**src/rtl/tl_ul_link_buffer.sv**
```systemverilog
// tl_ul_link_buffer: registered TileLink-UL link buffer feeding the link monitor.
// Ports:
//   clock, reset_n             - clock, asynchronous active-low reset
//   in_a_* / out_a_*           - A channel (master -> slave), 83-bit payload, 2-entry queue
//   in_d_* / out_d_*           - D channel (slave -> master), 50-bit payload, 2-entry queue
//   inflight                   - A beats issued downstream and not yet answered by D
//   idle                       - both queues empty and nothing in flight
//   err_underflow              - sticky, D accepted while inflight was zero

// 2-entry queue with the head held in its own register (slot0) so the output
// bits come straight from a flop; ready depends on registered occupancy only.
module tl_ul_link_fifo #(
    parameter int unsigned W = 8
) (
    input  logic         clock,
    input  logic         reset_n,
    input  logic         in_valid,
    output logic         in_ready,
    input  logic [W-1:0] in_bits,
    input  logic         pop,
    output logic         nonempty,
    output logic [W-1:0] head
);
    logic [1:0]   cnt_q, cnt_d;
    logic [W-1:0] slot0_q, slot0_d;
    logic [W-1:0] slot1_q, slot1_d;
    logic         push;

    assign in_ready = (cnt_q < 2'd2);
    assign push     = in_valid && in_ready;
    assign nonempty = (cnt_q != 2'd0);
    assign head     = slot0_q;

    // Slot update: pop shifts slot1 forward, push lands in the first free slot.
    always_comb begin
        slot0_d = slot0_q;
        slot1_d = slot1_q;
        cnt_d   = cnt_q + 2'(push) - 2'(pop);
        if (pop && (cnt_q == 2'd2)) begin
            slot0_d = slot1_q;
        end
        if (push) begin
            if ((cnt_q == 2'd0) || ((cnt_q == 2'd1) && pop)) begin
                slot0_d = in_bits;
            end else begin
                slot1_d = in_bits;
            end
        end
    end

    always_ff @(posedge clock or negedge reset_n) begin
        if (!reset_n) begin
            cnt_q   <= 2'd0;
            slot0_q <= '0;
            slot1_q <= '0;
        end else begin
            cnt_q   <= cnt_d;
            slot0_q <= slot0_d;
            slot1_q <= slot1_d;
        end
    end
endmodule

module tl_ul_link_buffer #(
    parameter int unsigned MAX_INFLIGHT = 4,
    parameter int unsigned CNT_W        = 8
) (
    input  logic             clock,
    input  logic             reset_n,
    input  logic             in_a_valid,
    output logic             in_a_ready,
    input  logic [82:0]      in_a_bits,
    output logic             out_a_valid,
    input  logic             out_a_ready,
    output logic [82:0]      out_a_bits,
    input  logic             in_d_valid,
    output logic             in_d_ready,
    input  logic [49:0]      in_d_bits,
    output logic             out_d_valid,
    input  logic             out_d_ready,
    output logic [49:0]      out_d_bits,
    output logic [CNT_W-1:0] inflight,
    output logic             idle,
    output logic             err_underflow
);
    localparam int unsigned A_W = 83;
    localparam int unsigned D_W = 50;

    logic             a_nonempty, d_nonempty;
    logic             a_out_fire, d_out_fire, d_in_fire;
    logic [CNT_W-1:0] inflight_q, inflight_d;
    logic             err_q, err_d;

    // Throttle only gates the head; it cannot drop while valid because only
    // an A fire raises the count.
    assign out_a_valid = a_nonempty && (inflight_q < CNT_W'(MAX_INFLIGHT));
    assign a_out_fire  = out_a_valid && out_a_ready;
    assign out_d_valid = d_nonempty;
    assign d_out_fire  = out_d_valid && out_d_ready;
    assign d_in_fire   = in_d_valid && in_d_ready;

    tl_ul_link_fifo #(.W(A_W)) u_a_q (
        .clock    (clock),
        .reset_n  (reset_n),
        .in_valid (in_a_valid),
        .in_ready (in_a_ready),
        .in_bits  (in_a_bits),
        .pop      (a_out_fire),
        .nonempty (a_nonempty),
        .head     (out_a_bits)
    );

    tl_ul_link_fifo #(.W(D_W)) u_d_q (
        .clock    (clock),
        .reset_n  (reset_n),
        .in_valid (in_d_valid),
        .in_ready (in_d_ready),
        .in_bits  (in_d_bits),
        .pop      (d_out_fire),
        .nonempty (d_nonempty),
        .head     (out_d_bits)
    );

    // In-flight accounting; a D with nothing outstanding saturates at zero and flags.
    always_comb begin
        inflight_d = inflight_q;
        err_d      = err_q;
        if (d_in_fire && (inflight_q == '0)) begin
            err_d = 1'b1;
        end
        if (a_out_fire && !d_in_fire) begin
            inflight_d = inflight_q + CNT_W'(1);
        end else if (d_in_fire && !a_out_fire && (inflight_q != '0)) begin
            inflight_d = inflight_q - CNT_W'(1);
        end
    end

    always_ff @(posedge clock or negedge reset_n) begin
        if (!reset_n) begin
            inflight_q <= '0;
            err_q      <= 1'b0;
        end else begin
            inflight_q <= inflight_d;
            err_q      <= err_d;
        end
    end

    assign inflight      = inflight_q;
    assign err_underflow = err_q;
    assign idle          = !a_nonempty && !d_nonempty && (inflight_q == '0);
endmodule

```
**config.mk**
```make
export PLATFORM = sky130hd
export DESIGN_NAME = tl_ul_link_buffer
export DESIGN_NICKNAME = d
export VERILOG_FILES = /design/src/rtl/tl_ul_link_buffer.sv
export SDC_FILE = /design/constraint.sdc
export NUM_CORES = 1
export LEC_CHECK = 0
export CAP_MARGIN = 20
export CORE_MARGIN = 1.5
export CORE_UTILIZATION = 50
export CTS_CLUSTER_SIZE = 16
export DETAILED_ROUTE_END_ITERATION = 8
export PLACE_DENSITY = 0.85
export SETUP_SLACK_MARGIN = 0.05
export SLEW_MARGIN = 20
export SYNTH_ARGS = -nofsm -noshare
export SYNTH_HDL_FRONTEND = slang
export SYNTH_SLANG_ARGS = --single-unit
```
**constraint.sdc**
```tcl
create_clock -name clock -period 4.2 [get_ports clock]
set_input_delay 1.26 -clock clock [delete_from_list [all_inputs] [get_ports clock]]
set_output_delay 1.26 -clock clock [all_outputs]
set_load 0.02 [all_outputs]
```
# Yosys cells after proc, flatten, opt, wreduce, memory -nomap -nowiden
# Cells that the tools add are included.
# totals
register_bits	279
inputBits	139
out_inout_bits	147
# op_classes
addsub	6
n_lt_le_gt_ge	3
eq_ne	4
mux	8
bitwise	2
n_reduce_logical	30
# ops
cell	n
83-bit two-way mux	3
50-bit two-way mux	3
8-bit two-way mux	2
1-bit logical AND	15
8-bit by 1-bit adder with 8-bit output (second input constant)	1
8-bit logical NOT	1
8-bit by 3-bit < comparator with 1-bit output (second input constant)	1
8-bit nonzero test	1
8-bit by 1-bit subtractor with 8-bit output (second input constant)	1
2-bit nonzero test	3
2-bit by 1-bit adder with 2-bit output	2
2-bit by 1-bit == test with 1-bit output (second input constant)	2
2-bit == test (second input constant)	2
1-bit logical NOT	4
2-bit logical NOT	2
2-bit < comparator (second input constant)	2
2-bit AND reduction	2
2-bit by 1-bit subtractor with 2-bit output	2
1-bit logical OR	2
1-bit inverter	2

# Depth between registers and ports, before layout
# depth
depth_word	8
ltp_mapped	11
ltp_nobuf	11

# Modules after synthesis
# A second synthesis with hierarchy kept.
# unflattened
cells_unflattened	1114
hier_area_um2	12746.0
# by_module_without_submodules
mod	instances	cells_per_inst	area_per_inst_um2	seq_area_each_um2
tl_ul_link_fifo at u_a_q	1	650	7488.4	4204.0
tl_ul_link_fifo at u_d_q	1	400	4565.6	2552.4
tl_ul_link_buffer	1	64	691.9	225.2

# Worst setup path after synthesis
# Ideal clock, no wire load.
# synth_path
path_type	input to register
startpoint	input port in_d_valid
endpoint	register inflight_q[5] (netlist: inflight[5])
t_arrival_ns	3.074
path_slack_ns	1.001
cell_stages	10
cell_sequence	nand2_1 -> inv_1 -> nor3_1 -> inv_1 -> ha_1 -> a21o_1 -> a21oi_1 -> o21ai_0 -> xor2_1 -> mux2_2
# synth_between
elab_chain_len	4
elab_cells_between_ends	7
cone_classes	1 x mux; 6 x reduce/logical
# synth_rtl
element	line_no	text
start: declaration	76	input logic in_d_valid,
1-bit logical AND *	100	assign d_in_fire = in_d_valid && in_d_ready;
1-bit logical NOT / 1-bit logical AND (equally long branches)	131, 133	
1-bit logical AND (on tied branches)	131, 133	
8-bit two-way mux / 2-bit nonzero test (equally long branches)	-	
end signal: assignment	143	inflight_q <= inflight_d;
end: declaration	91	logic [CNT_W-1:0] inflight_q, inflight_d;
# Mark *: on every way between the ends. The rest lies on a longest branch, timed or not.
# A chain may end at the register's enable or synchronous reset.

# Worst setup path in the final report
# layout_path
startpoint	register inflight_q[4] (netlist: inflight[4])
endpoint	output port idle
# layout_between
elab_chain_len	2
# layout_rtl
element	line_no	text
8-bit logical NOT	150	assign idle = !a_nonempty && !d_nonempty && (inflight_q == '0);
1-bit logical AND	150	
end: declaration	83	output logic idle,
# No other way between the ends.

==> flow_results.xml <==
<?xml version="1.0" encoding="UTF-8"?>
<metrics>
  <group name="placed_design">
    <metric name="hpwlAfterDp" unit="microns">18390</metric>
    <metric name="placed_area" unit="sq um">15050</metric>
    <metric name="place.port_buffers" unit="">285</metric>
    <metric name="place_inst" unit="">1507</metric>
    <metric name="place_congestion" unit="">0.7966</metric>
  </group>
  <group name="critical_path">
    <metric name="reg2reg_from" unit="">inflight[4]</metric>
    <metric name="timing.critical_path.from_type" unit="">flip-flop</metric>
    <metric name="rr_endpoint" unit="">inflight[5]</metric>
    <metric name="setup.reg_to_reg.worst_slack" unit="ns">1.23</metric>
    <metric name="critical_path_required" unit="ns">2.94</metric>
    <metric name="worst_setup_path_type" unit="">flip-flop to primary output</metric>
    <metric name="cp_data_arrival_time" unit="ns">2.64</metric>
    <metric name="end_kind" unit="">primary output</metric>
    <metric name="crit_path_start" unit="">inflight[4]</metric>
    <metric name="worst_r2r_path_depth" unit="">10</metric>
    <metric name="worst-path-max-fanout" unit="">4</metric>
  </group>
  <group name="cells_and_area">
    <metric name="design.final.nets" unit="">1370</metric>
    <metric name="drive_gt1_share" unit="%">15.23</metric>
    <metric name="fin_area" unit="sq um">16080</metric>
    <metric name="fillCellCount" unit="">1668</metric>
    <metric name="syn2layout_area_growth" unit="%">35.50</metric>
    <metric name="antenna_cells_inserted" unit="">0</metric>
    <metric name="final_cell_count_no_fill" unit="">1560</metric>
  </group>
  <group name="synth">
    <metric name="synth.top_cells.by_area" unit="">sky130_fd_sc_hd__dfrtp_1 59%, sky130_fd_sc_hd__mux2_2 11%, sky130_fd_sc_hd__mux2i_1 11%</metric>
    <metric name="synth_cell_type_count" unit="">35</metric>
    <metric name="seq_area_frac_synth" unit="%">58.85</metric>
    <metric name="synth_fp_nets" unit="">1098</metric>
    <metric name="fraction_of_post_synthesis_cell_area_in_the_top_cell_type_by_area" unit="%">58.85</metric>
    <metric name="ys_dominant_reg_cell" unit="">sky130_fd_sc_hd__dfrtp_1</metric>
    <metric name="synth_area" unit="sq um">11860</metric>
    <metric name="synthCells" unit="">948</metric>
    <metric name="synth.yosys.warnings" unit="">0</metric>
    <metric name="netlist.top_cell.by_area" unit="">sky130_fd_sc_hd__dfrtp_1</metric>
    <metric name="synth_seq_cells" unit="">279</metric>
    <metric name="synth_enable_flop_cells" unit="">0</metric>
    <metric name="avgSynthCellArea" unit="sq um">12.51</metric>
    <metric name="asyncSetResetFlopFracSynth" unit="%">100.0</metric>
  </group>
  <group name="clocking">
    <metric name="tritoncts.num_buffers" unit="">30</metric>
    <metric name="insertion_delay_to_the_later_sink_of_the_worst_skew_pair" unit="ns">0.54</metric>
    <metric name="ctsHtreeMaxLevel" unit="">1</metric>
    <metric name="cts.hold.buffers_added" unit="">0</metric>
    <metric name="ctsRootBufferMaster" unit="">sky130_fd_sc_hd__clkbuf_16</metric>
    <metric name="cts_setup_buffers" unit="">0</metric>
    <metric name="cts_tree" unit="">done</metric>
    <metric name="clk_transition_reported_paths" unit="ns">0.06</metric>
    <metric name="cts-root-to-sink-buffers" unit="">3</metric>
    <metric name="number_of_clock_sinks_seen_by_cts" unit="">279</metric>
    <metric name="post_cts_resize_count" unit="">0</metric>
  </group>
  <group name="timing">
    <metric name="finalSetupTns" unit="ns">0</metric>
    <metric name="drv_slew" unit="">0</metric>
    <metric name="max-slew-margin-rel" unit="%">40.39</metric>
    <metric name="layout_min_cycle_time" unit="ns">3.904</metric>
    <metric name="fmaxAchievable" unit="MHz">256.2</metric>
    <metric name="skew" unit="ns">0.01155</metric>
    <metric name="setup_repair_after_global_routing_missed_its_margin" unit="">false</metric>
    <metric name="finalSetupViolations" unit="">0</metric>
    <metric name="hold_violations" unit="">0</metric>
    <metric name="post-route-period-util" unit="%">92.94</metric>
    <metric name="worst_slew_pin_slew" unit="ns">0.8942</metric>
  </group>
  <group name="grt">
    <metric name="remaining_overflow_grt" unit="">0</metric>
    <metric name="number_of_global_route_vias_before_repair" unit="">8512</metric>
    <metric name="grt_antenna_before_repair" unit="">1</metric>
    <metric name="aggregate_global_route_resource_usage" unit="%">22.74</metric>
    <metric name="grt_pass1_wl" unit="microns">44740</metric>
    <metric name="grt_start_max_net_pins" unit="">167</metric>
  </group>
  <group name="hold_path">
    <metric name="hold_path_endpoint" unit="">u_d_q.slot1_q[6]</metric>
    <metric name="hold_path.class" unit="">flip-flop to flip-flop</metric>
    <metric name="hold-path-cell-count" unit="">1</metric>
    <metric name="min-delay-start" unit="">u_d_q.slot1_q[6]</metric>
  </group>
  <group name="pwr">
    <metric name="power.ir.vdd_worst" unit="uV">529.5</metric>
    <metric name="powerDensity" unit="nW/um^2">777.1</metric>
    <metric name="leakagePower" unit="nW">7.482</metric>
  </group>
  <group name="floorplan">
    <metric name="top_level_ports" unit="">286</metric>
    <metric name="floorplan.die_area" unit="sq um">24660</metric>
    <metric name="die_width" unit="microns">157.0</metric>
    <metric name="initial_core_util" unit="%">50.70</metric>
    <metric name="core_region_area" unit="sq um">23400</metric>
    <metric name="floorplan.rows" unit="">56</metric>
    <metric name="die_height" unit="microns">157.0</metric>
  </group>
  <group name="status">
    <metric name="run_status" unit="">completed</metric>
  </group>
  <group name="drt">
    <metric name="post-route-drc-count" unit="">0</metric>
    <metric name="routed_wl" unit="microns">28280</metric>
    <metric name="drt-pass1-iter-count" unit="">4</metric>
    <metric name="wirelength_per_cell" unit="microns">18.13</metric>
    <metric name="detailroute.via_count" unit="">8219</metric>
    <metric name="postRouteAntennaNets" unit="">0</metric>
    <metric name="drt-vias-per-instance" unit="">5.269</metric>
    <metric name="drt_first_iter_violations" unit="">296</metric>
  </group>
  <group name="run">
    <metric name="number_of_maximum_capacitance_violations" unit="">0</metric>
  </group>
</metrics>
==> critical path: stages (launching register included) <==
cell and delay, ns:
sky130_fd_sc_hd__dfrtp_1 0.42, sky130_fd_sc_hd__nor2_1 0.23, sky130_fd_sc_hd__nand3_1 0.19, sky130_fd_sc_hd__or3_1 0.38, sky130_fd_sc_hd__nor4_1 0.23, sky130_fd_sc_hd__clkdlybuf4s50_1 0.66
==> stage by stage <==
stage	util, %	worst slack [ns]	hold slack (ns)	power, W
5_1_grt	68.69	0.1759	0.4973	0.01322
6_report	68.69	0.2965	0.4868	0.01249
4_1_cts	68.69	0.2445	0.4885	0.01260
3_3_place_gp	64.30	0.3149	0.4663	0.009568
2_1_floorplan	-	1.001	0.4574	0.007593
3_5_place_dp	64.30	0.1915	0.4741	0.009802
==> report_power, final <==
part	switching, W	internal [W]
combinational	0.00247	0.00254
sequential	0.000755	0.00402
clock	0.00103	0.00167
==> flip-flops by register name, indices dropped and copies added (netlist names) <==
| signal | flops |
|---|---|
| err_underflow | 1 |
| inflight | 8 |
| u_a_q.cnt_q | 2 |
| u_a_q.head | 83 |
| u_a_q.slot1_q | 83 |
| u_d_q.cnt_q | 2 |
| u_d_q.head | 50 |
| u_d_q.slot1_q | 50 |
==> routing by layer <==
layer  track usage, %  vias up  part of all wire (%)
li1                 -     3840                     -
met1            26.94     4047                    39
met2            38.64      286                    47
met3            9.361       44                    11
met4            5.256        2                   1.8
met5                0        -                 0.046
==> layout make-up <==
type | instances | area [sq um] | share of cell area (%)
timing repair buffer | 298 | 3055 | 19.01
tap | 319 | 399.1 | 2.483
clock inverter | 11 | 161.4 | 1.004
multi-input combinational | 601 | 4573 | 28.45
inverter | 10 | 37.54 | 0.2335
sequential | 279 | 6982 | 43.43
clock buffer | 42 | 867.1 | 5.394
==> kinds of logic (layout without fill, tap and decap cells) <==
kind of cell / after synthesis / after routing / synth area share (%)
buf+inv: 68 / 361 / 2.942
mux: 273 / 273 / 24.50
xor+xnor: 11 / 11 / 0.8121
compound gates: 151 / 151 / 6.539
simple gates: 155 / 155 / 5.136
flops: 279 / 279 / 58.85
fa+ha+maj: 11 / 11 / 1.223
==> cell usage after synthesis (7+ instances only) <==
master / number
sky130_fd_sc_hd__a21oi_1: 7
sky130_fd_sc_hd__buf_1: 7
sky130_fd_sc_hd__buf_2: 24
sky130_fd_sc_hd__buf_6: 8
sky130_fd_sc_hd__clkbuf_1: 18
sky130_fd_sc_hd__dfrtp_1: 279
sky130_fd_sc_hd__ha_1: 10
sky130_fd_sc_hd__inv_1: 9
sky130_fd_sc_hd__mux2_1: 19
sky130_fd_sc_hd__mux2_2: 120
sky130_fd_sc_hd__mux2i_1: 134
sky130_fd_sc_hd__nand2_1: 138
sky130_fd_sc_hd__o21ai_0: 66
sky130_fd_sc_hd__o21ai_1: 70
sky130_fd_sc_hd__xnor2_1: 8
==> cells in the final DEF (no fill, tap or decap), types with 2 or more instances in the layout <==
cell                              instances
sky130_fd_sc_hd__clkdlybuf4s50_1        284
sky130_fd_sc_hd__dfrtp_1                279
sky130_fd_sc_hd__nand2_1                138
sky130_fd_sc_hd__mux2i_1                134
sky130_fd_sc_hd__mux2_2                 120
sky130_fd_sc_hd__o21ai_1                 70
sky130_fd_sc_hd__o21ai_0                 66
sky130_fd_sc_hd__clkbuf_16               31
sky130_fd_sc_hd__mux2_1                  19
sky130_fd_sc_hd__ha_1                    10
sky130_fd_sc_hd__inv_1                    9
sky130_fd_sc_hd__xnor2_1                  8
sky130_fd_sc_hd__buf_12                   8
sky130_fd_sc_hd__a21oi_1                  7
sky130_fd_sc_hd__clkbuf_1                 6
sky130_fd_sc_hd__clkbuf_8                 5
sky130_fd_sc_hd__clkinv_2                 5
sky130_fd_sc_hd__buf_4                    5
sky130_fd_sc_hd__nor2_1                   4
sky130_fd_sc_hd__bufinv_16                4
sky130_fd_sc_hd__xor2_1                   3
sky130_fd_sc_hd__o21bai_1                 2
==> worst max-delay path by stage <==
stage | end | slack, ns | cells past startpoint
final | idle | 0.30 | 5
after global routing | idle | 0.18 | 5
after CTS | idle | 0.24 | 5
after detailed placement | inflight[5] | 0.19 | 10
after global placement | inflight[5] | 0.31 | 10
after floorplan | inflight[5] | 1.00 | 10
(Power assumes the default switching activity.)
